$ cat src/rtl/term_pkg.sv
// term_ctrl shared definitions:
// screen geometry, control codes, FSM states and canned operations.
package term_pkg;

  localparam int COLS = 80;
  localparam int ROWS = 25;

  localparam logic [10:0] SCREEN   = 11'(COLS * ROWS);
  localparam logic [10:0] LAST_ROW = 11'(COLS * (ROWS - 1));
  localparam logic [6:0]  COL_MAX  = 7'(COLS - 1);
  localparam logic [4:0]  ROW_MAX  = 5'(ROWS - 1);

  localparam logic [7:0] BLANK = 8'h20;
  localparam logic [7:0] LF    = 8'h0A;
  localparam logic [7:0] CR    = 8'h0D;
  localparam logic [7:0] BS    = 8'h08;
  localparam logic [7:0] FF    = 8'h0C;

  typedef enum logic [2:0] {
    S_INIT_WAIT,
    S_INIT_CLR,
    S_IDLE,
    S_DECODE,
    S_ISSUE,
    S_WAIT,
    S_NEXT
  } state_e;

  typedef struct packed {
    logic [10:0] addr_b;
    logic [10:0] addr_e;
    logic [7:0]  data;
    logic [7:0]  off;
  } wr_op_t;

  localparam wr_op_t OP_CLEAR = {11'd0, SCREEN, BLANK, 8'd0};
  localparam wr_op_t OP_COPY  = {11'd0, LAST_ROW, BLANK, 8'(COLS)};
  localparam wr_op_t OP_BLANK = {LAST_ROW, SCREEN, BLANK, 8'd0};

  // row*COLS+col as shifts: 80 = 64 + 16
  function automatic logic [10:0] lin(
    input logic [4:0] row,
    input logic [6:0] col
  );
    lin = {row, 6'b0} + {2'b0, row, 4'b0} + {4'b0, col};
  endfunction

endpackage

$ cat src/rtl/term_wr_port.sv
// Bulk write port sequencer: holds one operation,
// pulses wr_start and tracks completion.
module term_wr_port
  import term_pkg::*;
(
  input  logic   clk_i,
  input  logic   rst_ni,
  input  logic   issue_i,
  input  wr_op_t op_i,
  input  logic   wr_complete_i,
  output logic   wr_start_o,
  output wr_op_t op_o,
  output logic   busy_o,
  output logic   done_o
);

  logic   start_q;
  logic   wait_q;
  wr_op_t op_q;

  always_ff @(posedge clk_i) begin
    if (!rst_ni) begin
      start_q <= 1'b0;
      wait_q  <= 1'b0;
      op_q    <= {11'd0, 11'd0, BLANK, 8'd0};
    end else begin
      start_q <= issue_i && !busy_o;
      if (issue_i && !busy_o)
        op_q <= op_i;
      // completion only counts once the start pulse is over
      if (start_q)
        wait_q <= 1'b1;
      else if (wr_complete_i)
        wait_q <= 1'b0;
    end
  end

  assign busy_o     = start_q | wait_q;
  assign done_o     = wait_q & wr_complete_i;
  assign wr_start_o = start_q;
  assign op_o       = op_q;

endmodule

$ cat src/rtl/term_ctrl.sv
// Character-stream controller: turns bytes into
// fill/copy operations on the text-mode index RAM.
module term_ctrl
  import term_pkg::*;
#(
  parameter logic [15:0] INIT_DELAY = 16'hFFFF
) (
  input  logic        clk100,
  input  logic        rst_n,
  input  logic        in_valid,
  input  logic [7:0]  in_data,
  output logic        in_ready,
  output logic [10:0] cursor,
  output logic        wr_start,
  output logic [10:0] wr_begin,
  output logic [10:0] wr_end,
  output logic [7:0]  wr_data,
  output logic [7:0]  wr_offset,
  input  logic        wr_complete
);

  state_e      state_q;
  logic [15:0] cnt_q;
  logic [6:0]  col_q, col_d;
  logic [4:0]  row_q, row_d;
  logic [10:0] cursor_q;
  logic [7:0]  byte_q;
  logic [1:0]  sc_q, sc_d;
  logic        rdy_q;
  logic        want;
  logic        issue;
  logic        busy;
  logic        done;
  logic        printable;
  wr_op_t      op;
  wr_op_t      op_out;

  assign printable = (byte_q >= 8'h20) && (byte_q <= 8'h7E);

  // sc counts scroll operations still to issue: 2 = copy next, 1 = blank row
  always_comb begin
    col_d = col_q;
    row_d = row_q;
    sc_d  = 2'd0;
    want  = 1'b0;
    op    = OP_CLEAR;
    unique case (state_q)
      S_INIT_CLR: want = 1'b1;
      S_DECODE: begin
        unique case (1'b1)
          printable: begin
            want = 1'b1;
            op   = {cursor_q, cursor_q + 11'd1, byte_q, 8'd0};
            if (col_q == COL_MAX) begin
              col_d = '0;
              if (row_q == ROW_MAX)
                sc_d = 2'd2;
              else
                row_d = row_q + 5'd1;
            end else begin
              col_d = col_q + 7'd1;
            end
          end
          (byte_q == LF): begin
            if (row_q == ROW_MAX) begin
              want = 1'b1;
              op   = OP_COPY;
              sc_d = 2'd1;
            end else begin
              row_d = row_q + 5'd1;
            end
          end
          (byte_q == CR): col_d = '0;
          (byte_q == BS): begin
            if (col_q != '0)
              col_d = col_q - 7'd1;
          end
          (byte_q == FF): begin
            want  = 1'b1;
            col_d = '0;
            row_d = '0;
          end
          default: ;
        endcase
      end
      S_NEXT: begin
        want = (sc_q != 2'd0);
        op   = (sc_q == 2'd2) ? OP_COPY : OP_BLANK;
      end
      default: ;
    endcase
  end

  assign issue = want & ~busy;

  always_ff @(posedge clk100) begin
    if (!rst_n) begin
      state_q  <= S_INIT_WAIT;
      cnt_q    <= '0;
      col_q    <= '0;
      row_q    <= '0;
      cursor_q <= '0;
      byte_q   <= '0;
      sc_q     <= '0;
      rdy_q    <= 1'b0;
    end else begin
      unique case (state_q)
        S_INIT_WAIT: begin
          if (cnt_q == INIT_DELAY - 16'd1)
            state_q <= S_INIT_CLR;
          else
            cnt_q <= cnt_q + 16'd1;
        end
        S_INIT_CLR: begin
          col_q    <= '0;
          row_q    <= '0;
          cursor_q <= '0;
          sc_q     <= '0;
          state_q  <= S_ISSUE;
        end
        S_IDLE: begin
          if (in_valid && rdy_q) begin
            byte_q  <= in_data;
            rdy_q   <= 1'b0;
            state_q <= S_DECODE;
          end
        end
        S_DECODE: begin
          col_q <= col_d;
          row_q <= row_d;
          sc_q  <= sc_d;
          if (want) begin
            state_q <= S_ISSUE;
          end else begin
            rdy_q    <= 1'b1;
            cursor_q <= lin(row_d, col_d);
            state_q  <= S_IDLE;
          end
        end
        S_ISSUE: state_q <= S_WAIT;
        S_WAIT: begin
          if (done)
            state_q <= S_NEXT;
        end
        S_NEXT: begin
          if (sc_q != 2'd0) begin
            sc_q    <= sc_q - 2'd1;
            state_q <= S_ISSUE;
          end else begin
            rdy_q    <= 1'b1;
            cursor_q <= lin(row_q, col_q);
            state_q  <= S_IDLE;
          end
        end
        default: state_q <= S_INIT_WAIT;
      endcase
    end
  end

  term_wr_port u_wr (
    .clk_i         (clk100),
    .rst_ni        (rst_n),
    .issue_i       (issue),
    .op_i          (op),
    .wr_complete_i (wr_complete),
    .wr_start_o    (wr_start),
    .op_o          (op_out),
    .busy_o        (busy),
    .done_o        (done)
  );

  assign in_ready  = rdy_q;
  assign cursor    = cursor_q;
  assign wr_begin  = op_out.addr_b;
  assign wr_end    = op_out.addr_e;
  assign wr_data   = op_out.data;
  assign wr_offset = op_out.off;

endmodule
$ cat config.mk
export PLATFORM = sky130hd
export DESIGN_NAME = term_ctrl
export DESIGN_NICKNAME = d
export VERILOG_FILES = /design/src/rtl/term_pkg.sv /design/src/rtl/term_wr_port.sv /design/src/rtl/term_ctrl.sv
export SDC_FILE = /design/constraint.sdc
export NUM_CORES = 1
export LEC_CHECK = 0
export CORE_MARGIN = 4
export CORE_UTILIZATION = 40
export CTS_CLUSTER_SIZE = 28
export DETAILED_ROUTE_END_ITERATION = 8
export GPL_TIMING_DRIVEN = 0
export PLACE_DENSITY = 0.58
export SLEW_MARGIN = 20
export SYNTH_ARGS = -nofsm -noshare
export SYNTH_HDL_FRONTEND = slang
export SYNTH_SLANG_ARGS = --single-unit
export TNS_END_PERCENT = 50
$ cat constraint.sdc
create_clock -name clk100 -period 5.2 [get_ports clk100]
set_input_delay 0.78 -clock clk100 [delete_from_list [all_inputs] [get_ports clk100]]
set_output_delay 0.78 -clock clk100 [all_outputs]
set_load 0.02 [all_outputs]
==> metrics.md, run 1 <==
| Metric | Value |
|---|---|
| Vias post-DR | `roughly 4600` |
| First-pass GRT wire length | `between 20000 and 25000 µm` |
| Status | `completed` |
| Worst path bufs/invs | `2` |
| Total GRT Usage | `20.0%` |
| Worst hold path type | `reg2reg` |
| Top cell family by delay on the critical path | `compound AO/OA/AOI/OAI gates` |
| Clk_lat worst skew | `0.35 ns` |
| Slew headroom | `39.2%` |
| Cells after Synth | `598` |
| Power Dens Cells | `around 330 nW/µm²` |
| Final Total Pwr | `2.02 mW` |
| Synth Warn # | `0` |
| Crit start category | `register` |
| Quantity of I/O buffers inserted on ports | `56` |
| Detail-routed via count per cell | `5.49` |
| Mean Syn Cell Area | `8.26 µm²` |
| Resized Gates After CTS | `0` |
| Slew Viols, Final | `0` |
| Number of synthesized flops with an enable pin | `0` |
| Iteration-0 DRC Markers | `approximately 340` |
| Io pins | `63` |
| Number of global-route vias before repair | `4420` |
| Hold Fails Final Rpt | `0` |
| Leak pwr | `between 2 and 2.5 nW` |
| Crit-path cells | `ha_1, and3_1, and3_1, clkbuf_1, nor3_1, nand2_1, a221oi_1, a21oi_1, fa_1, inv_1, ha_1, a21o_1, a21oi_1, o21bai_1, a21oi_1, or3_1, a21oi_1, o221a_2` |
| Largest stage delay, worst path | `0.59 ns` |
| # Max-Cap Violations | `0` |
| HPWL after DPL | `around 11000 µm` |
| Final #Nets | `714` |
| Hold buffers post-CTS | `0` |
| Hold slack | `0.462 ns` |
| Core ar. | `12100 µm²` |
| ANT cells | `0` |
| DRC Markers | `0` |
| Final TNS setup | `0 ns` |
| Die Y | `119 µm` |
| Layout cells sized above 1 | `around 7%` |
| Chip Width | `119 µm` |
| CTS Buf Count | `9` |
| Setup CP Type | `reg2reg` |
| Clock Tree Root | `clkbuf_16` |
| Finish-stage setup viols | `0` |
| Crit-path max FO | `7` |
| Ys flop type | `dfxtp_1` |
| H-tree depth | `3` |
| Largest net degree at the start of global routing | `16` |
| Critical path required time | `5.45 ns` |
| Final RePlAce weighted congestion | `0.941` |
| Async set or reset register ratio after synthesis | `0%` |
| Worst Clk Skew | `0.00712 ns` |
| Initial antenna violation count | `0` |
| Final min period | `between 4 and 5 ns` |
| Final worst setup slack | `between 0.5 and 0.6 ns` |
| DP Worst Slack | `0.662 ns` |
| Sink Count | `86` |
| Rows | `40` |
| Worst Tran Pin Value | `0.901 ns` |
| Die Footprint | `between 10000 and 15000 µm²` |
| Arr. time, crit path | `4.86 ns` |
| DR WL/cell | `16.8 µm` |
| RSZ-0062 raised after global routing | `no` |
| CTS tree | `done` |
| Seq/Total Area, Yosys | `34.9%` |
| CTS Buffer Depth | `2` |
| Initial Util | `41.0%` |
| Flops & latches, synth | `86` |
| Post-synth cell types | `64` |
| Clock slew at reported path FFs | `0.07 ns` |
| Max IR drop VDD | `approximately 0.23 mV` |
| Drt first pass iters | `5` |
| Post-CTS repair timing setup buffer count | `0` |
| Fmax | `217 MHz` |
| Slowest cell on the critical path | `fa_1` |
| Synth Cell Area | `about 4900 µm²` |
| P&R area growth vs syn | `22.5%` |
| Crit share post-route | `88.7%` |
| Fillers | `roughly 1200` |
| Remaining antenna violation count | `0` |
| Most common cell after layout, fill and taps aside | `dfxtp_1` |
| GRT overflow | `0` |
| Total wire length | `14200 µm` |
| Most used cell, CP | `a21oi_1` |
| CP endpoint kind | `register` |
| Most frequent cells in the layout | `dfxtp_1, nor2_1, clkdlybuf4s50_1` |
[worst paths after layout]
path | from | endpoint | slack (ns) | cells past startpoint
max | col_q[1] | cursor[10] | 0.59 | 18
max reg2reg | col_q[1] | cursor[10] | 0.59 | 18
min | u_wr.op_o[19] | u_wr.op_o[19] | 0.46 | 2
min reg2reg | u_wr.op_o[19] | u_wr.op_o[19] | 0.46 | 2
[state kept, by name, indices dropped and copies added (netlist names)]
name	cells
row_q	5
u_wr.wr_start_o	1
in_ready	1
u_wr.op_o	31
sc_q	2
cnt_q	16
cursor	11
byte_q	8
u_wr.wait_q	1
state_q	3
col_q	7
[metal layers]
metal | up-vias | part of all wire (%) | track usage [%]
met3 | 19 | 7.0 | 3.80
li1 | 2279 | - | -
met1 | 2178 | 44 | 26.4
met4 | 0 | 2.0 | 8.98
met5 | - | 0 | 0
met2 | 153 | 47 | 31.7
[cells in the mapped netlist, types with 6 or more instances]
cell type,count,area [µm²]
dfxtp_1,86,1720
and3_1,10,62.6
mux2i_1,8,80.1
nor2_1,71,267
nand4_1,13,81.3
nand2_1,47,176
nor3_1,9,45.0
nand3_1,21,105
o21ai_0,36,180
inv_1,27,101
a211oi_1,9,67.6
xnor2_1,7,61.3
a21oi_1,37,185
a31oi_1,9,56.3
a22o_1,15,131
ha_1,28,350
or3_1,9,56.3
buf_2,6,30.0
buf_4,9,67.6
and2_1,6,37.5
xor2_1,21,184
clkbuf_1,25,93.8
[power by group]
group	switching (mW)	leakage (nW)	total, mW	internal (mW)
clock	0.283	0.156	0.705	0.423
sequential	0.111	0.695	0.833	0.723
combinational	0.275	1.46	0.477	0.202
[cells by family (layout without fill, tap and decap cells)]
group / Yosys count / in the layout / share of synthesized area (%)
and+or+nand+nor: 210 / 210 / 20.4
AOI/OAI and AO/OA: 161 / 161 / 22.7
DFF: 86 / 86 / 34.9
buffers and inverters: 72 / 144 / 6.61
adders and majority gates: 32 / 32 / 8.71
xor gates and xnor gates: 28 / 28 / 4.96
muxes: 8 / 8 / 1.62
other: 1 / 6 / 0.0759
[worst register-to-register path, stage by stage (launching register included)]
cell and delay, ns:
dfxtp_1 0.38, ha_1 0.24, and3_1 0.25, and3_1 0.18
clkbuf_1 0.19, nor3_1 0.52, nand2_1 0.12, a221oi_1 0.44
a21oi_1 0.12, fa_1 0.59, inv_1 0.06, ha_1 0.28
a21o_1 0.16, a21oi_1 0.25, o21bai_1 0.10, a21oi_1 0.20
or3_1 0.13, a21oi_1 0.07, o221a_2 0.25
[area by class of cell]
class	instances	area (µm²)	area share [%]
plain buffers	44	221	3.66
inverters	28	105	1.74
well taps	168	210	3.47
multi-input cells	445	2910	48.1
clock inverters	7	95.1	1.57
clock buffers	9	225	3.72
repair buffers	56	561	9.27
flip-flops and latches	86	1720	28.5
[per-stage QoR]
stage	cells	cell area (µm²)	util [%]
final	843	6050	50.2
after global routing	843	6050	50.2
after CTS	843	6050	50.2
after detailed placement	827	5730	47.5
after global placement	827	5730	47.5
after floorplan	603	4960	-
Note: power is estimated with default switching activity, not from simulation.
==> run 2: changes to the inputs <==
Settings changed: DONT_BUFFER_PORTS set to 1, PLACE_DENSITY 0.58 to 0.51.
==> metrics.md, run 2 (synthesis results as in run 1) <==
| Metric | Value |
|---|---|
| Critical path required time | `5.43 ns (-0.02 ns)` |
| GRT overflow | `0 (unchanged)` |
| Slowest cell on the critical path | `fa_1` |
| ANT cells | `0 (unchanged)` |
| Final TNS setup | `0 ns (unchanged)` |
| Final min period | `4.63 ns (+0.0113 ns)` |
| Power Dens Cells | `351 nW/µm² (+5.5%)` |
| Crit-path max FO | `6 (-1)` |
| Rows | `40 (unchanged)` |
| Status | `completed` |
| Crit share post-route | `89.0% (+0.22 points)` |
| Area taken by multi-input logic gates | `2910 µm² (unchanged)` |
| Most common cell after layout, fill and taps aside | `dfxtp_1` |
| Largest net degree at the start of global routing | `16 (unchanged)` |
| Initial antenna violation count | `0 (unchanged)` |
| Max FFs per register | `31 (unchanged)` |
| H-tree depth | `3 (unchanged)` |
| HPWL after DPL | `10800 µm (+0.21%)` |
| DR WL/cell | `18.0 µm (+7.1%)` |
| Post-CTS repair timing setup buffer count | `0 (unchanged)` |
| Top cell family by delay on the critical path | `compound AO/OA/AOI/OAI gates` |
| Iteration-0 DRC Markers | `341 (-0.29%)` |
| Final #Nets | `658 (-7.8%)` |
| Io pins | `63 (unchanged)` |
| Die Footprint | `14200 µm² (unchanged)` |
| First-pass GRT wire length | `22100 µm (-3.1%)` |
| Hold slack | `0.493 ns (+0.0315 ns)` |
| Layout cells sized above 1 | `7.59% (+0.48 points)` |
| Most frequent cells in the layout | `dfxtp_1, nor2_1, nand2_1` |
| Vias post-DR | `4431 (-4.3%)` |
| Leak pwr | `2.11 nW (-8.8%)` |
| Fmax | `216 MHz (-0.24%)` |
| Setup CP Type | `reg2reg` |
| Clk_lat worst skew | `0.34 ns (about the same)` |
| CTS Buf Count | `9 (unchanged)` |
| Drt first pass iters | `5 (unchanged)` |
| Worst path bufs/invs | `2 (unchanged)` |
| Clock slew at reported path FFs | `0.07 ns (about the same)` |
| Total wire length | `14200 µm (about the same)` |
| DP Worst Slack | `0.677 ns (+0.0152 ns)` |
| Crit start category | `register` |
| Chip Width | `119 µm (unchanged)` |
| Largest stage delay, worst path | `0.58 ns (about the same)` |
| Finish-stage setup viols | `0 (unchanged)` |
| Hold buffers post-CTS | `0 (unchanged)` |
| Total GRT Usage | `19.7% (-0.33 points)` |
| Fillers | `1208 (+2.0%)` |
| Clock Tree Root | `clkbuf_16` |
| RSZ-0062 raised after global routing | `no` |
| CTS Buffer Depth | `2 (unchanged)` |
| Max IR drop VDD | `0.190 mV (-16%)` |
| Core ar. | `12100 µm² (unchanged)` |
| Hold Fails Final Rpt | `0 (unchanged)` |
| Worst Clk Skew | `0.00702 ns (-0.0000923 ns)` |
| Worst Tran Pin Value | `0.917 ns (+0.0161 ns)` |
| Quantity of I/O buffers inserted on ports | `0 (-100%)` |
| # Max-Cap Violations | `0 (unchanged)` |
| Initial Util | `41.0% (unchanged)` |
| Slew headroom | `38.0% (-1.2 points)` |
| Sink Count | `86 (unchanged)` |
| Arr. time, crit path | `4.86 ns (about the same)` |
| Final RePlAce weighted congestion | `0.900 (-4.4%)` |
| Die Y | `119 µm (unchanged)` |
| Worst hold path type | `reg2reg` |
| DRC Markers | `0 (unchanged)` |
| CTS tree | `done` |
| Resized Gates After CTS | `0 (unchanged)` |
| Detail-routed via count per cell | `5.63 (+2.5%)` |
| Slew Viols, Final | `0 (unchanged)` |
| Remaining antenna violation count | `0 (unchanged)` |
| Final worst setup slack | `0.574 ns (-0.0113 ns)` |
| Most used cell, CP | `a21oi_1` |
| P&R area growth vs syn | `11.1%` |
| Crit-path cells | `ha_1, and3_1, and3_1, clkbuf_1, nor3_1, nand2_1, a221oi_1, a21oi_1, fa_1, inv_1, ha_1, a21o_1, a21oi_1, o21bai_1, a21oi_1, or3_1, a21oi_1, o221a_2` |
| CP endpoint kind | `register` |
| Number of global-route vias before repair | `3997 (-9.6%)` |
| FF/Latch Area | `1720 µm² (unchanged)` |
## run 2: changes by cell type in the layout (fill, tap and decap cells not counted)
cell,change
clkbuf_1,+1
clkdlybuf4s50_1,-56
clkinv_2,-2
clkinvlp_4,+1
## run 2: per-layer routing
layer / track usage [%] / up-vias / share of wire [%]
met2: 30.7 / 135 / 46
met4: 5.07 / 0 / 1.5
met5: 0 / - / 0
li1: - / 2172 / -
met3: 5.27 / 16 / 5.9
met1: 27.0 / 2108 / 47
## run 2: where the power goes
part / switching, mW / internal, mW
sequential: 0.165 / 0.723
combinational: 0.213 / 0.128
clock: 0.276 / 0.424
## run 2: worst reg2reg max path, cell delays in order (launching register included)
cell and delay (ns):
dfxtp_1 0.37, ha_1 0.26, and3_1 0.25, and3_1 0.18
clkbuf_1 0.18, nor3_1 0.51, nand2_1 0.11, a221oi_1 0.45
a21oi_1 0.12, fa_1 0.58, inv_1 0.06, ha_1 0.29
a21o_1 0.17, a21oi_1 0.25, o21bai_1 0.10, a21oi_1 0.19
or3_1 0.13, a21oi_1 0.07, o221a_2 0.25
## run 2: layout make-up
type / instances / share of cell area (%)
multi-input combinational: 445 / 53.0
clock inverter: 6 / 1.69
buffer: 44 / 4.03
clock buffer: 10 / 4.17
tap: 168 / 3.83
inverter: 28 / 1.91
sequential: 86 / 31.4
## run 2: worst paths after layout
path,startpoint,end,slack (ns),cells past startpoint
setup / recovery,col_q[0],cursor[10],0.57,18
hold / removal,cnt_q[9],cnt_q[9],0.49,2
setup reg to reg,col_q[0],cursor[10],0.57,18
hold reg to reg,cnt_q[9],cnt_q[9],0.49,2
## run 2: per-stage QoR
stage / instance area (µm²) / power [mW] / util (%) / cells
after floorplan: 4960 / 1.12 / - / 603
after global placement: 5170 / 1.24 / 42.9 / 771
after global routing: 5490 / 2.02 / 45.5 / 787
final: 5490 / 1.93 / 45.5 / 787
after detailed placement: 5170 / 1.24 / 42.9 / 771
after CTS: 5490 / 1.95 / 45.5 / 787
==> run 3: changes to the inputs <==
Settings changed: GPL_ROUTABILITY_DRIVEN set to 0.
==> metrics.md, run 3 (synthesis results as in run 1) <==
| Metric | Value |
|---|---|
| Finish-stage setup viols | `0 (unchanged)` |
| Cells after DPL | `771 (unchanged)` |
| Setup CP Type | `reg2reg` |
| Total wire length | `13900 µm (-2.1%)` |
| Crit share post-route | `87.0% (-2.0 points)` |
| Largest net degree at the start of global routing | `17 (+1)` |
| Io pins | `63 (unchanged)` |
| Leak pwr | `2.09 nW (-0.94%)` |
| Switching part of the total power | `35.9% (+2.0 points)` |
| Fmax | `221 MHz (+2.3%)` |
| CTS Buffer Depth | `2 (unchanged)` |
| Hold buffers post-CTS | `0 (unchanged)` |
| Most common cell after layout, fill and taps aside | `dfxtp_1` |
| Drt first pass iters | `5 (unchanged)` |
| RSZ-0062 raised after global routing | `no` |
| Core ar. | `12100 µm² (unchanged)` |
| DRC Markers | `0 (unchanged)` |
| Sink Count | `86 (unchanged)` |
| Initial antenna violation count | `0 (unchanged)` |
| Worst hold path type | `reg2reg` |
| Slew Viols, Final | `0 (unchanged)` |
| Power Dens Cells | `338 nW/µm² (-3.9%)` |
| Layout Cells excl Fill | `787 (unchanged)` |
| Crit-path max FO | `7 (+1)` |
| Largest stage delay, worst path | `0.59 ns (about the same)` |
| GRT overflow | `0 (unchanged)` |
| Slew headroom | `41.2% (+3.2 points)` |
| Clock power frac | `33.5% (-2.8 points)` |
| Hold Fails Final Rpt | `0 (unchanged)` |
| HPWL after DPL | `10600 µm (-2.0%)` |
| Comb power frac | `18.3% (+0.6 points)` |
| Clock Tree Root | `clkbuf_16` |
| Die Footprint | `14200 µm² (unchanged)` |
| Critical path required time | `5.44 ns (about the same)` |
| Detail-routed via count per cell | `5.59 (-0.70%)` |
| Max IR drop VDD | `0.164 mV (-13%)` |
| # Max-Cap Violations | `0 (unchanged)` |
| DR WL/cell | `17.6 µm (-2.1%)` |
| Chip Width | `119 µm (unchanged)` |
| Quantity of I/O buffers inserted on ports | `0 (unchanged)` |
| CTS tree | `done` |
| Post-CTS repair timing setup buffer count | `0 (unchanged)` |
| CTS Buf Count | `9 (unchanged)` |
| CP endpoint kind | `register` |
| Total GRT Usage | `19.6% (-0.066 points)` |
| Remaining antenna violation count | `0 (unchanged)` |
| ANT cells | `0 (unchanged)` |
| P&R area growth vs syn | `10.3%` |
| Resized Gates After CTS | `0 (unchanged)` |
| Most used cell, CP | `a21oi_1` |
| Clk_lat worst skew | `0.35 ns (about the same)` |
| Initial Util | `41.0% (unchanged)` |
| Crit start category | `register` |
| H-tree depth | `3 (unchanged)` |
| Rows | `40 (unchanged)` |
| Max FFs per register | `31 (unchanged)` |
| First-pass GRT wire length | `22200 µm (+0.28%)` |
| Layout cells sized above 1 | `7.75% (+0.16 points)` |
| Iteration-0 DRC Markers | `370 (+8.5%)` |
| Most frequent cells in the layout | `dfxtp_1, nor2_1, nand2_1` |
| Final min period | `4.52 ns (-0.103 ns)` |
| Reg power frac | `48.2% (+2.2 points)` |
| Final #Nets | `658 (unchanged)` |
| Status | `completed` |
| Clock slew at reported path FFs | `0.07 ns (about the same)` |
| Sw power | `0.661 mW (+0.95%)` |
| Slowest cell on the critical path | `fa_1` |
| Vias post-DR | `4400 (-0.70%)` |
| Die Y | `119 µm (unchanged)` |
| Internal cell power | `1.18 mW (-7.5%)` |
| Number of global-route vias before repair | `4055 (+1.5%)` |
| Arr. time, crit path | `4.76 ns (-0.10 ns)` |
| Worst Tran Pin Value | `0.869 ns (-0.0476 ns)` |
| Final TNS setup | `0 ns (unchanged)` |
| Worst Clk Skew | `0.00755 ns (+0.000524 ns)` |
| Crit-path cells | `ha_1, and3_1, and3_1, clkbuf_1, nor3_1, nand2_1, a221oi_1, a21oi_1, fa_1, inv_1, ha_1, a21o_1, a21oi_1, o21bai_1, a21oi_1, or3_1, a21oi_1, o221a_2` |
[run 3: changes by cell type in the layout (fill, tap and decap cells not counted)]
| cell | previous run | this run |
|---|---|---|
| bufinv_16 | 2 | 0 |
| clkbuf_1 | 26 | 25 |
| clkinv_2 | 0 | 1 |
| clkinv_4 | 0 | 1 |
| clkinvlp_4 | 2 | 3 |
| inv_6 | 2 | 1 |
| inv_8 | 0 | 1 |
[run 3: metal layers]
metal | vias to the layer above | part of all wire, % | GRT usage [%]
met2 | 134 | 45 | 29.6
met1 | 2083 | 47 | 26.6
met4 | 0 | 2.3 | 7.89
met5 | - | 0 | 0
li1 | 2159 | - | -
met3 | 24 | 6.1 | 5.18
[run 3: critical path: cells and delay by family, from the launching register on]
kind                     cells  cell delay (ns)
buffers and inverters        2             0.23
flip-flops                   1             0.38
adder cells (fa/ha/maj)      3             1.13
AND/OR/NAND/NOR              5             1.16
AO/OA/AOI/OAI                8             1.51
[run 3: final cells by class]
type / count / area, µm²
plain buffers: 44 / 221
well taps: 168 / 210
clock buffers: 9 / 225
inverters: 28 / 105
flip-flops and latches: 86 / 1720
fillers: 1245 / 6610
clock inverters: 7 / 56.3
multi-input cells: 445 / 2910
[run 3: metrics by stage]
stage / setup WS [ns] / utilization [%] / instance area (µm²) / hold WS, ns / power [mW]
CTS: 0.646 / 45.2 / 5450 / 0.498 / 1.86
finish: 0.678 / 45.2 / 5450 / 0.497 / 1.84
global placement: 0.740 / 42.9 / 5170 / 0.470 / 1.23
global route: 0.320 / 45.2 / 5450 / 0.536 / 1.94
detailed placement: 0.690 / 42.9 / 5170 / 0.489 / 1.24
floorplan: 1.39 / - / 4960 / 0.458 / 1.12
[run 3: worst paths after layout]
check / from / endpoint / slack [ns] / cells after the start
worst min register to register: cnt_q[9] / cnt_q[9] / 0.50 / 2
worst min-delay path: cnt_q[9] / cnt_q[9] / 0.50 / 2
worst max register to register: col_q[1] / cursor[10] / 0.68 / 18
worst max-delay path: col_q[1] / cursor[10] / 0.68 / 18
[run 3: power by group through the flow]
stage                     Combinational, mW  Sequential [mW]  Clock (mW)
after floorplan                       0.257            0.859           0
after global placement                0.332            0.902           0
after detailed placement              0.333            0.904           0
after CTS                             0.336            0.890       0.632
after global routing                  0.373            0.903       0.661
final                                 0.336            0.887       0.617
